$ cat src/rtl/muldiv_seq.sv
// Iterative RV32M multiply/divide unit: one shared 33-bit adder stepped over 32 iterations.
// Optional build macro MULDIV_EARLY_OUT_EN enables 1-cycle zero-operand early-outs.
`timescale 1ns/1ps

module muldiv_seq #(
    parameter int XLEN  = 32,
    parameter int CNT_W = 6
) (
    input  logic            clk,
    input  logic            rst,
    input  logic            start_i,
    input  logic            annul_i,
    input  logic [2:0]      op_i,
    input  logic [XLEN-1:0] reg1_i,
    input  logic [XLEN-1:0] reg2_i,
    output logic [XLEN-1:0] result_o,
    output logic            ready_o,
    output logic            stallreq_o
);

    typedef enum logic [2:0] {
        OP_MUL    = 3'b000,
        OP_MULH   = 3'b001,
        OP_MULHSU = 3'b010,
        OP_MULHU  = 3'b011,
        OP_DIV    = 3'b100,
        OP_DIVU   = 3'b101,
        OP_REM    = 3'b110,
        OP_REMU   = 3'b111
    } op_e;

    typedef enum logic [1:0] {
        ST_IDLE,
        ST_BUSY,
        ST_DONE
    } state_e;

    localparam logic [XLEN-1:0] MIN_NEG = {1'b1, {(XLEN-1){1'b0}}};

    state_e              r_state;
    state_e              w_state_next;
    logic [CNT_W-1:0]    r_cnt;
    logic [2:0]          r_op;
    logic [XLEN-1:0]     r_a;
    logic [2*XLEN-1:0]   r_acc;
    logic                r_neg;
    logic [XLEN-1:0]     r_result;

    op_e                 w_op;
    logic                w_sign1_op;
    logic                w_sign2_op;
    logic [XLEN-1:0]     w_mag1;
    logic [XLEN-1:0]     w_mag2;
    logic                w_neg_start;
    logic                w_div_zero;
    logic                w_div_ovf;
    logic                w_fast;
    logic [XLEN-1:0]     w_fast_result;
    logic                w_launch;
    logic                w_iter;
    logic                w_last;

    logic                w_is_div;
    logic [XLEN:0]       w_add_a;
    logic [XLEN:0]       w_add_b;
    logic [XLEN+1:0]     w_sum;
    logic                w_no_borrow;
    logic [2*XLEN-1:0]   w_acc_next;
    logic [2*XLEN-1:0]   w_prod_fix;
    logic [XLEN-1:0]     w_div_sel;
    logic [XLEN-1:0]     w_div_fix;
    logic [XLEN-1:0]     w_final;

    // ---------------- operand preparation at launch ----------------
    assign w_op       = op_e'(op_i);
    assign w_sign1_op = (w_op == OP_MULH) || (w_op == OP_MULHSU) ||
                        (w_op == OP_DIV)  || (w_op == OP_REM);
    assign w_sign2_op = (w_op == OP_MULH) || (w_op == OP_DIV) || (w_op == OP_REM);
    assign w_mag1     = (w_sign1_op && reg1_i[XLEN-1]) ? ('0 - reg1_i) : reg1_i;
    assign w_mag2     = (w_sign2_op && reg2_i[XLEN-1]) ? ('0 - reg2_i) : reg2_i;

    always_comb begin
        case (w_op)
            OP_MULH, OP_DIV:   w_neg_start = reg1_i[XLEN-1] ^ reg2_i[XLEN-1];
            OP_MULHSU, OP_REM: w_neg_start = reg1_i[XLEN-1];
            default:           w_neg_start = 1'b0;
        endcase
    end

    assign w_div_zero = op_i[2] && (reg2_i == '0);
    assign w_div_ovf  = ((w_op == OP_DIV) || (w_op == OP_REM)) &&
                        (reg1_i == MIN_NEG) && (reg2_i == '1);

    // NOTE: every combinational output gets a default first so no path can infer a latch.
    always_comb begin
        w_fast        = 1'b0;
        w_fast_result = '0;
        if (w_div_zero) begin
            w_fast        = 1'b1;
            w_fast_result = op_i[1] ? reg1_i : '1;
        end else if (w_div_ovf) begin
            w_fast        = 1'b1;
            w_fast_result = op_i[1] ? '0 : MIN_NEG;
        end
`ifdef MULDIV_EARLY_OUT_EN
        else if ((!op_i[2] && ((reg1_i == '0) || (reg2_i == '0))) ||
                 ( op_i[2] &&  (reg1_i == '0) && (reg2_i != '0))) begin
            w_fast        = 1'b1;
            w_fast_result = '0;
        end
`endif
    end

    // ---------------- shared adder and iteration step ----------------
    // Divide uses the carry-out of rem - divisor as "no borrow"; multiply adds the multiplicand when lsb set.
    assign w_is_div = r_op[2];
    assign w_add_a  = w_is_div ? r_acc[2*XLEN-1:XLEN-1] : {1'b0, r_acc[2*XLEN-1:XLEN]};
    assign w_add_b  = w_is_div ? ~{1'b0, r_a} : (r_acc[0] ? {1'b0, r_a} : '0);
    assign w_sum    = {1'b0, w_add_a} + {1'b0, w_add_b} + {{(XLEN+1){1'b0}}, w_is_div};
    assign w_no_borrow = w_sum[XLEN+1];

    always_comb begin
        if (w_is_div) begin
            w_acc_next = {(w_no_borrow ? w_sum[XLEN-1:0] : r_acc[2*XLEN-2:XLEN-1]),
                          r_acc[XLEN-2:0], w_no_borrow};
        end else begin
            w_acc_next = {w_sum[XLEN:0], r_acc[XLEN-1:1]};
        end
    end

    assign w_prod_fix = r_neg ? ('0 - w_acc_next) : w_acc_next;
    assign w_div_sel  = r_op[1] ? w_acc_next[2*XLEN-1:XLEN] : w_acc_next[XLEN-1:0];
    assign w_div_fix  = r_neg ? ('0 - w_div_sel) : w_div_sel;
    assign w_final    = w_is_div           ? w_div_fix :
                        (r_op[1:0] == 2'b00) ? w_prod_fix[XLEN-1:0] :
                                               w_prod_fix[2*XLEN-1:XLEN];

    // ---------------- control FSM ----------------
    always_ff @(posedge clk or negedge rst) begin
        if (!rst) begin
            r_state <= ST_IDLE;
        end else begin
            // NOTE: sequential state uses non-blocking assignment so all registers update together.
            r_state <= w_state_next;
        end
    end

    always_comb begin
        w_state_next = r_state;
        stallreq_o   = 1'b0;
        w_launch     = 1'b0;
        w_iter       = 1'b0;
        w_last       = 1'b0;
        case (r_state)
            ST_IDLE: begin
                if (start_i && !annul_i) begin
                    stallreq_o   = 1'b1;
                    w_launch     = 1'b1;
                    w_state_next = w_fast ? ST_DONE : ST_BUSY;
                end
            end
            ST_BUSY: begin
                stallreq_o = 1'b1;
                if (annul_i) begin
                    w_state_next = ST_IDLE;
                end else begin
                    w_iter = 1'b1;
                    if (r_cnt == CNT_W'(XLEN-1)) begin
                        w_last       = 1'b1;
                        w_state_next = ST_DONE;
                    end
                end
            end
            ST_DONE: begin
                w_state_next = ST_IDLE;
            end
            default: begin
                w_state_next = ST_IDLE;
            end
        endcase
    end

    // ---------------- datapath registers ----------------
    always_ff @(posedge clk or negedge rst) begin
        if (!rst) begin
            r_cnt    <= '0;
            r_op     <= '0;
            r_a      <= '0;
            r_acc    <= '0;
            r_neg    <= 1'b0;
            r_result <= '0;
        end else if (w_launch) begin
            r_cnt <= '0;
            r_op  <= op_i;
            r_a   <= op_i[2] ? w_mag2 : w_mag1;
            r_acc <= {{XLEN{1'b0}}, (op_i[2] ? w_mag1 : w_mag2)};
            r_neg <= w_neg_start;
            if (w_fast) begin
                r_result <= w_fast_result;
            end
        end else if (w_iter) begin
            r_cnt <= r_cnt + 1'b1;
            r_acc <= w_acc_next;
            if (w_last) begin
                r_result <= w_final;
            end
        end else begin
            r_cnt <= '0;
        end
    end

    assign result_o = r_result;
    assign ready_o  = (r_state == ST_DONE);

endmodule

$ cat config.mk
export PLATFORM = sky130hd
export DESIGN_NAME = muldiv_seq
export DESIGN_NICKNAME = d
export VERILOG_FILES = /design/src/rtl/muldiv_seq.sv
export SDC_FILE = /design/constraint.sdc
export NUM_CORES = 1
export LEC_CHECK = 0
export CORE_MARGIN = 2
export CORE_UTILIZATION = 60
export CTS_CLUSTER_SIZE = 8
export DETAILED_ROUTE_END_ITERATION = 12
export HOLD_SLACK_MARGIN = 0.1
export PLACE_DENSITY = 0.83
export SYNTH_ARGS = -nofsm -noshare
export SYNTH_HDL_FRONTEND = slang
export SYNTH_SLANG_ARGS = --single-unit
$ cat constraint.sdc
create_clock -name clk -period 11.3 [get_ports clk]
set_input_delay 1.13 -clock clk [delete_from_list [all_inputs] [get_ports clk]]
set_output_delay 1.13 -clock clk [all_outputs]
set_load 0.005 [all_outputs]
=== Word level (Yosys, flattened, before mapping) ===
Index checks and enable logic that the tools add are counted.

* Register bits after elaboration: 140
* Logic and storage cells: 92

* Mux-type cells: 42
* Eq/ne operators: 12
* Reduce and logical (&&, ||, !) cells: 22
* Add/subtract/negate cells: 7
* Bitwise gates (word level): 2

{| class="wikitable"
|+ Operators by type and width
! cell !! number
|-
| $mux W32 || 18
|-
| $mux W64 || 4
|-
| $sub A1 B32 Y32 const A || 3
|-
| $mux W33 || 2
|-
| $eq A32 B32 Y1 const B || 2
|-
| $sub A1 B64 Y64 const A || 1
|-
| $add A33 B33 Y34 || 1
|-
| $add A34 B1 Y34 || 1
|-
| $not A32 Y33 || 1
|-
| $logic_not A32 Y1 || 1
|-
| $mux W6 || 2
|-
| $mux W1 || 9
|-
| $mux W2 || 4
|-
| $add A6 B1 Y6 const B || 1
|-
| $eq A3 B3 Y1 const B || 2
|-
| $eq A6 B5 Y1 const B || 1
|-
| $logic_and A1 B1 Y1 || 6
|-
| $logic_or A1 B1 Y1 || 6
|-
| $logic_not A2 Y1 || 2
|-
| $ne A2 B2 Y1 const B || 2
|-
| $pmux W1 S2 || 2
|-
| $pmux W2 S2 || 1
|-
| $reduce_bool A2 Y1 || 2
|-
| $reduce_or A2 Y1 || 2
|-
| 9 further kinds || 9
|}

=== Logic depth before layout (Yosys ltp) ===
* Depth in word-level cells: 13
* Depth in mapped cells: 36
* Mapped depth without buffers: 23

=== Worst setup path before layout ===
No wires, ideal clock.

* Path kind: register -> register
* From: register r_op[2]
* To: register r_result[12], in the netlist result_o[12]
* Period minus slack after synthesis: 8588 ps
* Arrival: 8519 ps
* Cell stages (with the launch flop): 35
* Buffers on the path: 14
* Setup slack: 2712 ps
* Required time: 11231 ps
* Setup time: 69 ps
* Cells stage by stage: dfrtp_1 -> buf_2 -> buf_2 -> buf_2 -> buf_2 -> buf_2 -> buf_1 -> buf_1 -> buf_1 -> clkbuf_1 -> clkbuf_1 -> mux2_2 -> ha_1 -> buf_2 -> a211oi_2 -> o21ai_1 -> a221o_1 -> a22oi_2 -> nand2_2 -> buf_2 -> clkbuf_1 -> a21oi_1 -> ha_1 -> o211ai_1 -> nor2_1 -> nand4_1 -> or3_1 -> or3b_1 -> or3_1 -> clkbuf_1 -> nor4_1 -> mux2_2 -> o221ai_1 -> nand4_1 -> nand3_1

* Longest elaborated chain between the ends: 12

{| class="wikitable"
|+ RTL lines
! element !! RTL line !! RTL
|-
| start, declared || 43 || <nowiki>logic [2:0] r_op;</nowiki>
|-
| start signal, assigned || 194 || <nowiki>r_op <= op_i;</nowiki>
|-
| $mux W33 (on tied branches) || 117, 118 ||
|-
| $add A33 B33 Y34 || 119 || <nowiki>assign w_sum = {1'b0, w_add_a} + {1'b0, w_add_b} + {{(XLEN+1){1'b0}}, w_is_div};</nowiki>
|-
| $add A34 B1 Y34 || 119 ||
|-
| $mux W32 || 124 || <nowiki>w_acc_next = {(w_no_borrow ? w_sum[XLEN-1:0] : r_acc[2*XLEN-2:XLEN-1]),</nowiki>
|-
| $mux W64 || 123 || <nowiki>if (w_is_div) begin</nowiki>
|-
| $sub A1 B64 Y64 / $mux W32 (equally long branches) || 131, 132 ||
|-
| $mux W64 / $sub A1 B32 Y32 (equally long branches) || 131, 133 ||
|-
| $mux W32 (on tied branches) || 135, 133 ||
|-
| $mux W32 * || 134 || <nowiki>assign w_final = w_is_div ? w_div_fix :</nowiki>
|-
| $mux W32 * || 204 || <nowiki>if (w_last) begin</nowiki>
|-
| $mux W32 * || 201 || <nowiki>end else if (w_iter) begin</nowiki>
|-
| $mux W32 * || 192 || <nowiki>end else if (w_launch) begin</nowiki>
|-
| end signal, assigned || 199 || <nowiki>r_result <= w_fast_result;</nowiki>
|-
| end signal, assigned || 205 || <nowiki>r_result <= w_final;</nowiki>
|-
| end, declared || 47 || <nowiki>logic [XLEN-1:0] r_result;</nowiki>
|}

Mark *: on every way between the ends. The rest lies on a longest branch, timed or not. The select of a mux whose other input is x is not followed.
A chain may end at the register's enable or synchronous reset.

=== Final worst setup path ===
Ends and elaborated chain as after synthesis.

==> results by group <==
Status
  – Status: completed

Clock network
  – CTS tree: built
  – Post-cts sizing count: 0
  – Clock slew at reported path FFs: roughly 0.070 ns
  – CTS H-tree depth: 4
  – Hold-fix buffers at CTS: 0
  – Skew-Pair Late Insertion Delay: 0.45 ns
  – Post-CTS Setup Bufs: 0
  – CTS Sinks: 140
  – Number of buffers created by CTS: 17
  – Clk buf depth: 2
  – CTS root buffer: clkbuf_16

Synth
  – Synthesized Nets: 2303
  – Cell variety after synth: 103
  – Synth Flop Type: dfrtp_1
  – Ys async rst share: 100.0%
  – Syn avg cell area: 7.260 um^2
  – Area leader, netlist: dfrtp_1
  – Sequential fraction of the synthesis area: 22.01%
  – Synth top area cells: dfrtp_1, o21ai_0, nand2_1, a21oi_1, nor2_1
  – Mapped cell area: ~16000 um^2
  – Yosys reg bits: 140
  – Cell with the most instances after synthesis: nand2_1
  – Commonest cells post-synth: nand2_1, o21ai_0, nor2_1
  – Number of flops mapped to enable cells by yosys: 0
  – Synth warn: 0
  – Mapped Cells: 2192
  – Share of the synthesized area in the top cell type: 22.01%

Worst hold path
  – Min-delay src: result_o[5]
  – Hold crit path type: flip-flop to flip-flop

Place
  – GP Congestion: 1.062
  – Worst slack, placed: 3.370 ns
  – Port bufs: 104
  – Post-DP HPWL: just over 50 mm

Global route
  – Met3 GRT Util: ~15%
  – Most Crowded Layer GR: met2
  – Initial antenna violation count: 1
  – M1 GR Usage: roughly three fifths
  – Vias in the first global route: 16640
  – Met2 Use GR: 69.46%
  – First-pass GRT wire length: 100.2 mm
  – Pin count of the biggest net entering global routing: 109
  – Gr usage total: 46.68%
  – Aggregate global routing overflow: 0

Routing
  – WL/cell: 26.45 um
  – Drt pass-1 iters: 7
  – DRC viols: 0
  – Final wirelength: 66.84 mm
  – Vias: 18330
  – DR iter-0 viols: 3457
  – Antenna Violating Nets Remaining: 0
  – Routed vias/inst: 7.253

Floorplan
  – Die ar.: 27840 um^2
  – FP Rows: 59
  – Initial Utilization: 61.07%
  – # IOs: 105
  – Die Y: roughly 170 um
  – Die X-Extent: around 170 um
  – Core area: 26060 um^2

STA
  – Unrepaired setup endpoints after global routing: no
  – Hold slack: slightly below 0.5 ns
  – Minimum clock period: 8.236 ns
  – Clock Skews: 0.01872 ns
  – Hold Violations, Final: 0
  – Post-route setup slack: 3.064 ns
  – Fin. max-slew vios: 0
  – Slew Limit Headroom: 8.709%
  – Fin Setup TNS: 0 ns
  – Worst-Margin Slew: ~1.3 ns
  – Setup violations, final: 0
  – Fin crit share: about 73%
  – Fmax: about 120 MHz

Cells and area
  – Share of layout cells above drive strength 1: 7.892%
  – Layout Area Growth over Synthesis: 10.20%
  – # diodes: 0
  – # nets final: 2290
  – Final Core Density: 67.30%

Flow run
  – MaxCap Viol Count: 0

Critical path
  – CP Capture Type: flip-flop
  – Worst setup SP type: flip-flop
  – CP max stage delay: 0.75 ns
  – Top Family by Delay on Critical Path: simple AND/OR/NAND/NOR gates
  – Worst Setup SP: r_op[2]
  – Worst Path Max Fanout: 73
  – Buf+Inv Stages, Crit Path: 2
  – Slowest cell on crit path: buf_4
  – Critical-path cell list: buf_4, nor2b_2, buf_4, nand2_1, o21ai_0, ha_1, a211oi_1, o21ai_1, a221o_1, a22oi_2, nand2_2, a21oi_1, ha_1, o211ai_1, nor2_1, nand4_1, or3_1, or3b_1, or3_1, nor4_1, mux2_2, o221ai_1, nand4_1, nand3_1
  – Worst EP arrival: 8.61 ns
  – Setup CP Type: flip-flop to flip-flop
  – R2R Path Start: r_op[2]
  – Critical Path RT: around 12 ns

Pwr
  – Peak supply drop: 0.1724 mV
  – Leak: 0.006867 uW
  – Power per cell area: 240.1 nW/um^2
[metrics by stage]
step / power, uW / instance area (um^2) / instances
final: 4210 / 17540 / 2527
after global routing: 4406 / 17540 / 2527
after CTS: 4059 / 17540 / 2527
after detailed placement: 3476 / 16950 / 2495
after global placement: 3439 / 16950 / 2495
after floorplan: 2673 / 15910 / 2192
[layout by cell type, fill, tap and decap left out, types with 61 or more instances in the layout]
cell type,n
nand3_1,77
nor3_1,61
xnor2_1,73
nand2_1,274
o211ai_1,63
o21ai_0,248
clkdlybuf4s50_1,102
nor2_1,210
a21oi_1,165
xor2_1,64
dfrtp_1,137
[layer usage]
metal	vias to the layer above	part of all wire [%]
met5	-	0.018
met4	2	6.0
met3	269	14
met2	1443	42
met1	8523	38
li1	8092	-
[cell type report]
cell class | instances | area (um^2)
fill | 2277 | 8522
tap | 335 | 419.2
timing repair buffer | 129 | 1227
clock inverter | 14 | 147.6
sequential | 140 | 3510
inverter | 35 | 131.4
clock buffer | 18 | 439.2
multi-input combinational | 1856 | 11660
[registers in the layout, summed over array words and instances, names as in the netlist]
name / cells
r_op: 3
r_neg: 1
r_cnt: 6
r_state: 2
result_o: 32
r_acc: 64
r_a: 32
[worst register-to-register path: stages (launching register included)]
cell      delay [ns]
dfrtp_4         0.68
buf_4           0.76
nor2b_2         0.12
buf_4           0.29
nand2_1         0.12
o21ai_0         0.09
ha_1            0.52
a211oi_1        0.30
o21ai_1         0.19
a221o_1         0.38
a22oi_2         0.38
nand2_2         0.49
a21oi_1         0.39
ha_1            0.26
o211ai_1        0.19
nor2_1          0.21
nand4_1         0.20
or3_1           0.47
or3b_1          0.44
or3_1           0.55
nor4_1          0.34
mux2_2          0.37
o221ai_1        0.17
nand4_1         0.12
nand3_1         0.13
[power by group]
part	switching (uW)	internal [uW]
clock network	279	301
registers	212	615
logic	1850	955
total	2340	1870
[kinds of logic after synthesis]
logic type / count (synthesis) / share of synthesized area, %
simple gates: 809 / 24.11
compound gates: 766 / 31.17
buf+inv: 196 / 4.930
flops: 140 / 22.01
xor+xnor: 137 / 7.540
mux: 104 / 6.990
fa+ha+maj: 40 / 3.239
[worst paths after layout]
path	depth (start not counted)	slack, ns	to
worst max-delay path	24	3.06	result_o[12]
worst min-delay path	2	0.49	result_o[5]
worst max register to register	24	3.06	result_o[12]
worst min register to register	2	0.49	result_o[5]
max in group asynchronous	2	9.17	r_neg
min in group asynchronous	1	0.70	r_acc[55]
Power figures use the tool's default switching activity.
